[config.mk]
export PLATFORM = sky130hd
export DESIGN_NAME = riscv_hazard_forward_scoreboard
export DESIGN_NICKNAME = d
export VERILOG_FILES = /design/src/rtl/riscv_hazard_forward_scoreboard.sv
export SDC_FILE = /design/constraint.sdc
export NUM_CORES = 1
export LEC_CHECK = 0
export BUFFER_PORTS_ARGS = -buffer_cell sky130_fd_sc_hd__buf_2
export CORE_ASPECT_RATIO = 1.25
export CORE_MARGIN = 10
export CORE_UTILIZATION = 50
export CTS_BUF_LIST = sky130_fd_sc_hd__clkbuf_4 sky130_fd_sc_hd__clkbuf_8 sky130_fd_sc_hd__clkbuf_16
export DETAILED_ROUTE_END_ITERATION = 16
export GPL_ROUTABILITY_DRIVEN = 0
export PLACE_DENSITY = 0.7
export SYNTH_ARGS = -nofsm -noshare
export SYNTH_HDL_FRONTEND = slang
export SYNTH_SLANG_ARGS = --single-unit
[constraint.sdc]
create_clock -name clk -period 5.9 [get_ports clk]
set_input_delay 0.295 -clock clk [delete_from_list [all_inputs] [get_ports clk]]
set_output_delay 0.295 -clock clk [all_outputs]
set_load 0.02 [all_outputs]
[src/rtl/riscv_hazard_forward_scoreboard.sv]
// rtl/riscv_hazard_forward_scoreboard.sv - EX operand forwarding, load-use and long-latency scoreboard stall
module riscv_hazard_forward_scoreboard #(
  parameter int NUM_SRC     = 2,
  parameter int NUM_FWD     = 2,
  parameter int MAX_PENDING = 4,
  parameter int CNT_W       = 32,
  localparam int SEL_W      = $clog2(NUM_FWD + 1)
) (
  input  logic                              clk,
  input  logic                              rst_n,
  input  logic                              id_valid,
  input  logic [NUM_SRC*5-1:0]              id_rs_addr,
  input  logic [NUM_SRC*5-1:0]              ex_rs_addr,
  input  logic [4:0]                        ex_rd_addr,
  input  logic                              ex_reg_write,
  input  logic                              ex_is_load,
  input  logic [NUM_FWD*5-1:0]              fwd_rd_addr,
  input  logic [NUM_FWD-1:0]                fwd_reg_write,
  input  logic [NUM_FWD-1:0]                fwd_data_ready,
  input  logic                              lt_issue,
  input  logic [4:0]                        lt_rd_addr,
  input  logic                              lt_done,
  output logic [NUM_SRC*SEL_W-1:0]          ex_fwd_sel,
  output logic                              stall,
  output logic                              lt_full,
  output logic [$clog2(MAX_PENDING):0]      lt_count,
  output logic                              lt_overflow,
  output logic [CNT_W-1:0]                  stall_cycles
);

  localparam int PW = $clog2(MAX_PENDING);
  localparam int CW = PW + 1;

  logic [4:0]               sb_q [MAX_PENDING];
  logic [PW-1:0]            rd_ptr_q, rd_ptr_d;
  logic [PW-1:0]            wr_ptr_q, wr_ptr_d;
  logic [CW-1:0]            count_q, count_d;
  logic                     overflow_q, overflow_d;
  logic [CNT_W-1:0]         stall_cnt_q, stall_cnt_d;
  logic [NUM_SRC*SEL_W-1:0] fwd_sel;
  logic                     push, pop, full, do_write;
  logic                     load_use, sb_hazard, stall_int;

  // Oldest-to-youngest scan so the youngest matching writer wins; a
  // not-yet-ready youngest match forces the regfile path and relies on stall.
  always_comb begin
    fwd_sel = '0;
    for (int i = 0; i < NUM_SRC; i++) begin
      for (int k = NUM_FWD - 1; k >= 0; k--) begin
        if (fwd_reg_write[k] && fwd_rd_addr[5*k +: 5] != 5'd0 &&
            fwd_rd_addr[5*k +: 5] == ex_rs_addr[5*i +: 5]) begin
          fwd_sel[SEL_W*i +: SEL_W] = fwd_data_ready[k] ? SEL_W'(k + 1) : '0;
        end
      end
    end
  end

  always_comb begin
    load_use = 1'b0;
    for (int i = 0; i < NUM_SRC; i++) begin
      if (id_valid && ex_reg_write && ex_is_load && ex_rd_addr != 5'd0 &&
          id_rs_addr[5*i +: 5] == ex_rd_addr) begin
        load_use = 1'b1;
      end
    end
  end

  // The head retiring this cycle is covered by WB forwarding, so skip it.
  always_comb begin
    sb_hazard = 1'b0;
    for (int o = 0; o < MAX_PENDING; o++) begin
      if (CW'(o) < count_q && !(o == 0 && lt_done)) begin
        for (int i = 0; i < NUM_SRC; i++) begin
          if (sb_q[rd_ptr_q + PW'(o)] == id_rs_addr[5*i +: 5]) begin
            sb_hazard = 1'b1;
          end
        end
      end
    end
  end

  always_comb begin
    full      = (count_q == CW'(MAX_PENDING));
    push      = lt_issue && (lt_rd_addr != 5'd0);
    pop       = lt_done && (count_q != '0);
    do_write  = push && (!full || pop);
    stall_int = load_use || sb_hazard || (full && !lt_done && id_valid);

    rd_ptr_d   = pop ? rd_ptr_q + PW'(1) : rd_ptr_q;
    wr_ptr_d   = do_write ? wr_ptr_q + PW'(1) : wr_ptr_q;
    count_d    = count_q;
    if (do_write && !pop) begin
      count_d = count_q + CW'(1);
    end else if (!do_write && pop) begin
      count_d = count_q - CW'(1);
    end
    overflow_d  = overflow_q || (push && full && !pop);
    stall_cnt_d = (stall_int && stall_cnt_q != '1) ? stall_cnt_q + CNT_W'(1) : stall_cnt_q;
  end

  always_ff @(posedge clk) begin
    if (!rst_n) begin
      rd_ptr_q    <= '0;
      wr_ptr_q    <= '0;
      count_q     <= '0;
      overflow_q  <= 1'b0;
      stall_cnt_q <= '0;
    end else begin
      rd_ptr_q    <= rd_ptr_d;
      wr_ptr_q    <= wr_ptr_d;
      count_q     <= count_d;
      overflow_q  <= overflow_d;
      stall_cnt_q <= stall_cnt_d;
    end
  end

  always_ff @(posedge clk) begin
    if (rst_n && do_write) begin
      sb_q[wr_ptr_q] <= lt_rd_addr;
    end
  end

  assign ex_fwd_sel   = rst_n ? fwd_sel : '0;
  assign stall        = rst_n && stall_int;
  assign lt_full      = full;
  assign lt_count     = count_q;
  assign lt_overflow  = overflow_q;
  assign stall_cycles = stall_cnt_q;

endmodule

# Yosys cells after proc, flatten, opt, wreduce, memory -nomap -nowiden
# Memories as Yosys holds them, arrays and structs flattened. A register that Yosys moved wholly into a read port is not among the register bits.
# Cells that the tools add are included.
[word_totals]
register_bits = 40
mem_bits_rw = 20
in_bits = 51
out_inout_bits = 42
elab_cells = 98
mem_count = 1
[op_classes]
n_addsub = 7
magnitude_cmp = 4
n_eq_ne = 16
mux = 27
reduce_logical = 38
[memory_table]
columns = ["name", "depth", "word_bits", "rd", "rd_ports_with_merged_regs", "wr", "line_no", "source"]
rows = [
  ["sb_q", 4, 5, 4, 1, 1, "34", "logic [4:0] sb_q [MAX_PENDING];"],
]
[op_table]
columns = ["cell", "n"]
rows = [
  ["$eq A5 B5 Y1", 14],
  ["$add A32 B1 Y32 const B", 1],
  ["$ne A32 B32 Y1 const B", 1],
  ["$logic_and A1 B1 Y1", 24],
  ["$reduce_bool A5 Y1", 4],
  ["$mux W1", 17],
  ["$mux W2", 7],
  ["$lt A1 B3 Y1 const A", 2],
  ["$lt A2 B3 Y1 const A", 2],
  ["$mux W3", 2],
  ["$add A2 B1 Y2 const B", 2],
  ["$add A2 B2 Y2 const B", 2],
  ["$logic_not A1 Y1", 4],
  ["$logic_or A1 B1 Y1", 4],
  ["$mux W4", 1],
  ["$add A3 B1 Y3 const B", 1],
  ["$eq A3 B3 Y1 const B", 1],
  ["$reduce_bool A3 Y1", 1],
  ["$sub A3 B1 Y3 const B", 1],
  ["$reduce_bool A2 Y1", 1],
]

# Logic depth before layout (Yosys ltp)
# Gate-level depths: netlist of the first run.
[depth]
word_depth = 16
depth_mapped = 12
mapped_depth_nobuf = 10

# Least setup slack after synthesis of the first run
# OpenSTA, ideal clock, no wires.
[synth_timing]
path_type = "register -> register"
start = "reg rd_ptr_q[0]"
end = "reg stall_cnt_q[30], in the netlist stall_cycles[30]"
setup_time_ps = 135
t_arrival_ps = 2543
required_time_ps = 5765
setup_slack_ps = 3222
stages_incl_launch_ff = 13
n_path_buf = 4
synth_period_minus_slack_ps = 2678
path_cell_list = "dfxtp_1 -> buf_6 -> buf_6 -> mux4_2 -> xnor2_1 -> o311ai_1 -> a2111oi_1 -> nor3_1 -> and4b_4 -> buf_6 -> buf_2 -> o311ai_0 -> o41ai_1"
[synth_between]
elab_chain_len = 15
elab_cells_between_ends = 22
classes_between = "add/sub: 3; eq/ne: 6; mux: 9; reduce/logical: 3; memory: 1"
[synth_rtl]
columns = ["item", "line_no", "source"]
rows = [
  ["from (decl)", "35", "logic [PW-1:0] rd_ptr_q, rd_ptr_d;"],
  ["from (signal assigned)", "109", "rd_ptr_q <= rd_ptr_d;"],
  ["$add A2 B1 Y2", "74", "if (sb_q[rd_ptr_q + PW'(o)] == id_rs_addr[5*i +: 5]) begin"],
  ["$mem_v2 Z4 W5 (*)", "-", ""],
  ["$eq A5 B5 Y1", "74", ""],
  ["$mux W1 (2 in a row)", "74", ""],
  ["$mux W1", "72", "if (CW'(o) < count_q && !(o == 0 && lt_done)) begin"],
  ["$mux W1 (2 in a row)", "74", ""],
  ["$mux W1", "72", ""],
  ["$mux W1 (2 in a row)", "74", ""],
  ["$mux W1 (*)", "72", ""],
  ["$logic_or A1 B1 Y1 (*) (2 in a row)", "87", "stall_int = load_use || sb_hazard || (full && !lt_done && id_valid);"],
  ["$logic_and A1 B1 Y1 (*)", "98", "stall_cnt_d = (stall_int && stall_cnt_q != '1) ? stall_cnt_q + CNT_W'(1) : stall_cnt_q;"],
  ["to (signal assigned)", "113", "stall_cnt_q <= stall_cnt_d;"],
  ["to (decl)", "39", "logic [CNT_W-1:0] stall_cnt_q, stall_cnt_d;"],
]
# Every way passes the cells marked *; elsewhere a longest branch is shown, timed or not.
# A chain may end at the register's enable or synchronous reset.

# Worst setup path after layout of the first run
[layout_timing]
start = "reg rd_ptr_q[1]"
end = "out stall"
[layout_between]
elab_chain_len = 15
elab_cells_between_ends = 22
classes_between = "add/sub: 3; eq/ne: 6; mux: 9; reduce/logical: 3; memory: 1"
[layout_rtl]
columns = ["item", "line_no", "source"]
rows = [
  ["$add A2 B1 Y2", "74", ""],
  ["$mem_v2 Z4 W5 (*)", "-", ""],
  ["$eq A5 B5 Y1", "74", ""],
  ["$mux W1 (2 in a row)", "74", ""],
  ["$mux W1", "72", ""],
  ["$mux W1 (2 in a row)", "74", ""],
  ["$mux W1", "72", ""],
  ["$mux W1 (2 in a row)", "74", ""],
  ["$mux W1 (*)", "72", ""],
  ["$logic_or A1 B1 Y1 (*) (2 in a row)", "87", ""],
  ["$logic_and A1 B1 Y1 (*)", "124", "assign stall = rst_n && stall_int;"],
  ["to (decl)", "24", "output logic stall,"],
]
# Marks and branches as above.

==> metrics.md, run 1 <==
| Metric | Value |
|---|---|
| Outcome | `finished clean` |
| Worst setup EP type | `output port` |
| Max Freq | `276 MHz` |
| Die Y | `124 um` |
| Overall Power | `1.48 mW` |
| Vias | `around 3700` |
| Synth Net Count | `527` |
| DRC viols | `0` |
| Leak pwr | `1.92 nW` |
| Final setup fails | `0` |
| DIE AREA | `0.0128 mm^2` |
| Area Growth Syn to Fin | `15.5%` |
| RSZ-0062 raised after global routing | `no` |
| EDFF count, synth | `20` |
| ANT nets after route | `0` |
| Synthesized area per cell | `9.28 um^2` |
| Core Box Area | `0.00833 mm^2` |
| Sequential share of power | `37.3%` |
| # nets final | `~600` |
| GRT overflow | `0` |
| Share of the synthesized area in the top cell type | `between 10% and 20%` |
| First-pass GRT wire length | `18.0 mm` |
| TNS Setup | `0 ns` |
| CTS tree | `built` |
| Post-route cell area | `roughly 0.0050 mm^2` |
| CP endpoint | `stall` |
| Number of post-CTS setup repair buffers | `0` |
| Skew final | `approximately 0.014 ns` |
| Max-slew headroom | `about a third` |
| Layout Utilization | `between 50 and 60%` |
| Avg WL per Cell | `16.8 um` |
| #FFs+latches synth | `slightly above 60` |
| Minimum clock period | `3.63 ns` |
| Synth cell types | `46` |
| Worst-path clk slew | `approximately 0.060 ns` |
| Sink Count | `62` |
| Leading register cell type out of synthesis | `dfxtp_1` |
| Initial Utilization | `51.9%` |
| FF-to-FF setup slack | `2.42 ns` |
| Most numerous cell in the Yosys netlist | `xor2_1` |
| GRT Overall Usage | `17.3%` |
| # rows | `37` |
| Sequential area share after synthesis | `33.3%` |
| Critical-path maximum fanout | `50` |
| Inst Count DP | `626` |
| Clk buf depth | `2` |
| Hold Path Class | `in -> reg` |
| Largest area contributor in the synthesized netlist | `dfxtp_1` |
| Number of global-route vias before repair | `3875` |
| WS Path Type | `reg -> out` |
| Setup crit start | `rd_ptr_q[1]$_SDFFE_PN0P_` |
| Hold Fails Final Rpt | `0` |
| Reg2reg path depth | `8` |
| Cts hold-fix bufs | `0` |
| Ant. Diodes | `0` |
| YS warnings | `0` |
| Worst-skew pair later-pin latency | `0.33 ns` |
| Clock Power Share | `26.1%` |
| Drt pass-1 iters | `4` |
| Die X | `approximately 100 um` |
| Max Transition Viols Final | `0` |
| Placed standard-cell area | `0.00478 mm^2` |
| Max-Cap Viols | `0` |
| Setup crit start kind | `flip-flop` |
| CTS Buf Count | `9` |
| Int Pwr | `0.955 mW` |
| Average vias per placed instance | `5.79` |
| Initial DRC Count | `197` |
| Share of cells above drive strength 1 | `between 20% and 30%` |
| Largest net degree at the start of global routing | `51` |
| Worst VDD drop | `0.000139 V` |
| Worst slew pin tran | `0.978 ns` |
| Clock root buffer | `clkbuf_8` |
| Sw Pwr | `0.523 mW` |
| Mapped Cells | `approximately 470` |
| Mapped Area | `0.00433 mm^2` |
| Top area cells in the synthesized netlist | `dfxtp_1, edfxtp_1, xor2_1` |
| R2r endpoint | `stall_cycles[5]$_SDFFE_PN0P_` |
| Worst path required time | `between 5 and 6 ns` |
| Sw Share | `35.4%` |
| Num ports | `93` |
| Initial antenna violation count | `0` |
| H-tree Lvls | `3` |
| CP arrival | `3.33 ns` |
| Port Buffers | `92` |
| Part of the cycle the worst path needs | `about three fifths` |
| Non-filler cells, final | `642` |
| Routed Wire Length | `10.8 mm` |
| Ys async rst share | `0%` |
| Final HPWL DP | `8.44 mm` |
| Reg2reg start | `rd_ptr_q[1]$_SDFFE_PN0P_` |
| Combinational power share | `36.6%` |
| Post-synth top cells | `xor2_1, dfxtp_1, nand2_1, xnor2_1, mux2i_1` |
| Pwr Density | `296 mW/mm^2` |
| CTS resizes | `0` |
## how the worst min path moves through the flow
stage	startpoint	cells past startpoint	slack, ns	end
final	lt_rd_addr[1]	1	0.20	sb_q[2][1]$_DFFE_PP_
after global routing	lt_rd_addr[1]	1	0.19	sb_q[3][1]$_DFFE_PP_
after CTS	lt_rd_addr[4]	1	0.19	sb_q[1][4]$_DFFE_PP_
after detailed placement	stall_cycles[18]$_SDFFE_PN0P_	2	0.47	stall_cycles[18]$_SDFFE_PN0P_
after global placement	lt_overflow$_SDFF_PN0_	2	0.45	lt_overflow$_SDFF_PN0_
after floorplan	lt_rd_addr[0]	0	0.39	sb_q[0][0]$_DFFE_PP_
## layout make-up
cell class | instances | area, um^2
Clock buffer | 14 | 209
Tap cell | 97 | 121
Multi-Input combinational cell | 360 | 2690
Fill cell | 740 | 3340
Sequential cell | 62 | 1440
Clock inverter | 1 | 6.26
Inverter | 14 | 52.6
Timing Repair Buffer | 94 | 473
## cell usage in the layout, fill, tap and decap left out, types with 20 or more instances in the layout
cell type,instances
nor2_1,21
edfxtp_1,20
a21oi_1,24
xor2_1,44
nand3_1,21
dfxtp_1,42
xnor2_1,33
buf_2,92
nand2_1,35
mux2i_1,28
## per-stage QoR
step	hold slack (ns)	setup WS (ns)
global route	0.190	1.91
floorplan	0.394	3.22
CTS	0.186	2.25
global placement	0.446	2.52
finish	0.199	2.27
detailed placement	0.468	2.41
## power by group through the flow
stage / Clock [mW] / Combinational (mW) / Sequential (mW)
4_1_cts: 0.395 / 0.544 / 0.553
6_report: 0.386 / 0.541 / 0.551
3_3_place_gp: 0 / 0.526 / 0.559
2_1_floorplan: 0 / 0.479 / 0.518
3_5_place_dp: 0 / 0.542 / 0.563
5_1_grt: 0.418 / 0.599 / 0.564
## layer usage
metal	vias to the layer above	global-route usage [%]	part of all wire [%]
li1	1843	-	-
met1	1754	20.0	41
met2	105	30.2	51
met3	17	4.10	5.8
met4	0	6.53	1.9
met5	-	0	0
## sequential cells by signal, indices dropped and copies added, names as in the netlist, named ones only
name and flops:
lt_count 3, lt_overflow 1, rd_ptr_q 2, sb_q 20
stall_cycles 32, wr_ptr_q 2
## critical path, stage by stage (launching register included)
cell and delay [ns]:
dfxtp_1 0.87, mux4_2 0.64, xnor2_1 0.17, o311ai_1 0.13
a2111oi_1 0.41, nor3_1 0.10, and4b_4 0.37, nor2_1 0.13
buf_2 0.19
## kinds of logic (layout without fill, tap and decap cells)
kind of cell / count (synthesis) / count (layout) / synth area share [%]
AOI/OAI and AO/OA: 59 / 59 / 8.24
xor gates and xnor gates: 77 / 77 / 15.6
adders and majority gates: 10 / 10 / 2.89
buffers and inverters: 44 / 123 / 4.45
DFF: 62 / 62 / 33.3
muxes: 43 / 43 / 14.3
and+or+nand+nor: 171 / 171 / 21.2
Power figures use the tool's default switching activity.
==> run 2: changes to the inputs <==
==> constraint.sdc (replaced) <==
create_clock -name clk -period 3.8 [get_ports clk]
set_input_delay 0.19 -clock clk [delete_from_list [all_inputs] [get_ports clk]]
set_output_delay 0.19 -clock clk [all_outputs]
set_load 0.02 [all_outputs]
==> run 2 against run 1 <==
  * Sequential share of layout area fell by 0.29 points
  * Hold slack got worse by 0.11 ns
  * Combinational power rose by 66%
  * Routed wire length rose by 0.70%
  * First-iteration DRC count fell by 9.6%
  * Via count rose by 2.4%
  * Critical path depth rose by 1
  * Sequential power rose by 46%
  * Critical path type unchanged
  * Critical endpoint unchanged
  * Largest power group is now combinational logic
  * Highest routed layer unchanged
==> metrics.md, run 2 (synthesized netlist as in run 1, its figures left out) <==
| Metric | Value |
|---|---|
| Share of cells above drive strength 1 | `23.7% (was 23.1%)` |
| Leak pwr | `1.95 nW (was 1.92 nW)` |
| Slowest cell on crit path | `and4b_4 (was dfxtp_1)` |
| CP arrival | `2.93 ns (was 3.33 ns)` |
| CTS Buf Count | `9 (unchanged)` |
| Crit path cell chain | `buf_4 -> inv_1 -> mux2i_1 -> xor2_1 -> a2111oi_1 -> nor3_1 -> and4b_4 -> nor2_1 -> buf_2 (was mux4_2 -> xnor2_1 -> o311ai_1 -> a2111oi_1 -> nor3_1 -> and4b_4 -> nor2_1 -> buf_2)` |
| Fillers | `749 (was 740)` |
| WS Path Type | `reg -> out (unchanged)` |
| Max-slew headroom | `48.3% (was 34.7%)` |
| DIE AREA | `0.0128 mm^2 (unchanged)` |
| GRT overflow | `0 (unchanged)` |
| Worst path required time | `3.61 ns (was 5.61 ns)` |
| Commonest non-fill, non-tap cell in the layout | `buf_2 (unchanged)` |
| Part of the cycle the worst path needs | `82.0%` |
| Most frequent cells in the layout | `buf_2, xor2_1, dfxtp_1, nand2_1, xnor2_1 (unchanged)` |
| Average vias per placed instance | `5.89 (was 5.79)` |
| Initial Utilization | `51.9% (unchanged)` |
| Hold depth | `1 (unchanged)` |
| Cts hold-fix bufs | `0 (unchanged)` |
| CTS tree | `built (unchanged)` |
| Final HPWL DP | `8.55 mm (was 8.44 mm)` |
| Hold Fails Final Rpt | `0 (unchanged)` |
| Routed Wire Length | `10.9 mm (was 10.8 mm)` |
| Final setup fails | `0 (unchanged)` |
| Die Y | `124 um (unchanged)` |
| Max Freq | `between 300 and 400 MHz` |
| Num ports | `93 (unchanged)` |
| Max Transition Viols Final | `0 (unchanged)` |
| Clock root buffer | `clkbuf_8 (unchanged)` |
| CTS resizes | `0 (unchanged)` |
| CP max stage delay | `0.60 ns (was 0.87 ns)` |
| FF-to-FF setup slack | `0.74 ns (was 2.42 ns)` |
| Core Box Area | `0.00833 mm^2 (unchanged)` |
| Number of global-route vias before repair | `3741 (was 3875)` |
| Worst-path clk slew | `0.07 ns (was 0.06 ns)` |
| Reg2reg start | `rd_ptr_q[1]$_SDFFE_PN0P_ (unchanged)` |
| Initial antenna violation count | `0 (unchanged)` |
| Reg2reg path depth | `8 (unchanged)` |
| Minimum clock period | `3.12 ns` |
| H-tree Lvls | `3 (unchanged)` |
| Worst setup EP type | `output port (unchanged)` |
| Avg WL per Cell | `16.8 um (about the same)` |
| Pwr Density | `468 mW/mm^2 (was 296 mW/mm^2)` |
| Hold_sp | `lt_rd_addr[3] (was lt_rd_addr[1])` |
| # rows | `37 (unchanged)` |
| Initial DRC Count | `178 (was 197)` |
| R2r endpoint | `stall_cycles[5]$_SDFFE_PN0P_ (unchanged)` |
| Drt pass-1 iters | `4 (unchanged)` |
| Layout Utilization | `60.6% (was 60.0%)` |
| Hold Path Class | `in -> reg (unchanged)` |
| Multi-input gate area | `0.00269 mm^2 (unchanged)` |
| Setup crit start kind | `flip-flop (unchanged)` |
| Clk buf depth | `2 (unchanged)` |
| Area Growth Syn to Fin | `16.7% (was 15.5%)` |
| DRC viols | `0 (unchanged)` |
| Max reg flops | `32 (unchanged)` |
| GRT Overall Usage | `17.3% (about the same)` |
| Ant. Diodes | `0 (unchanged)` |
| Port Buffers | `92 (unchanged)` |
| Setup crit start | `rd_ptr_q[1]$_SDFFE_PN0P_ (unchanged)` |
| Worst slew pin tran | `0.775 ns (was 0.978 ns)` |
| Die X | `103 um (unchanged)` |
| ANT nets after route | `0 (unchanged)` |
| RSZ-0062 raised after global routing | `no (unchanged)` |
| Hold path endpoint | `sb_q[3][3]$_DFFE_PP_ (was sb_q[2][1]$_DFFE_PP_)` |
| Outcome | `finished clean (unchanged)` |
| Max-Cap Viols | `0 (unchanged)` |
| Sink Count | `62 (unchanged)` |
| Largest net degree at the start of global routing | `51 (unchanged)` |
| First-pass GRT wire length | `17.7 mm (was 18.0 mm)` |
| Number of post-CTS setup repair buffers | `0 (unchanged)` |
| Skew final | `0.0127 ns (was 0.0142 ns)` |
| Worst VDD drop | `0.000189 V (was 0.000139 V)` |
| Register Area | `0.00144 mm^2 (unchanged)` |
| # nets final | `605 (was 602)` |
| Worst-skew pair later-pin latency | `0.33 ns (about the same)` |
| Vias | `3807 (was 3719)` |
| TNS Setup | `0 ns (unchanged)` |
| Critical-path maximum fanout | `50 (unchanged)` |
-- run 2: cell types whose count changed in the layout (fill, tap and decap cells not counted), sizes merged --
cell	delta
buf	+4
clkbuf	+1
inv	-1
-- run 2: area by class of cell --
cell class | instances | share of cell area, %
well taps | 97 | 2.40
repair buffers | 97 | 9.87
inverters | 14 | 1.04
flip-flops and latches | 62 | 28.6
clock buffers | 16 | 4.78
multi-input cells | 360 | 53.3
-- run 2: routing by layer --
metal	GRT usage (%)	vias to the layer above	wire, um
li1	-	1851	-
met1	19.5	1796	4430
met2	29.3	130	5410
met3	4.38	30	633
met4	9.58	0	386
met5	0	-	0
-- run 2: worst max path at each step --
stage	endpoint	slack [ns]	cells after the start
after floorplan	stall_cycles[30]$_SDFFE_PN0P_	1.12	12
after global placement	stall_cycles[31]$_SDFFE_PN0P_	0.85	8
after detailed placement	stall_cycles[25]$_SDFFE_PN0P_	0.74	8
after CTS	stall	0.66	8
after global routing	stall	0.39	9
final	stall	0.68	9
-- run 2: metrics by stage --
step / worst slack [ns] / std cells / total power [mW] / hold slack (ns) / instance area [um^2]
floorplan: 1.12 / 466 / 1.55 / 0.289 / 4330
global placement: 0.855 / 630 / 1.70 / 0.423 / 4810
detailed placement: 0.736 / 630 / 1.72 / 0.417 / 4810
CTS: 0.660 / 646 / 2.38 / 0.0683 / 5050
global route: 0.388 / 646 / 2.51 / 0.0792 / 5050
finish: 0.683 / 646 / 2.36 / 0.0884 / 5050
-- run 2: power by group --
part           switching (mW)  leakage [nW]  total (mW)  internal [mW]
registers              0.0740         0.521       0.807          0.733
clock network           0.248         0.125       0.655          0.407
logic                   0.501          1.30       0.900          0.399
-- run 2: worst max-delay path, delay by kind of cell (launching register included) --
| family | cells | cell delay, ns |
|---|---|---|
| xor+xnor | 1 | 0.20 |
| mux | 1 | 0.28 |
| buf+inv | 3 | 0.60 |
| compound gates | 1 | 0.07 |
| flops | 1 | 0.58 |
| simple gates | 3 | 0.85 |
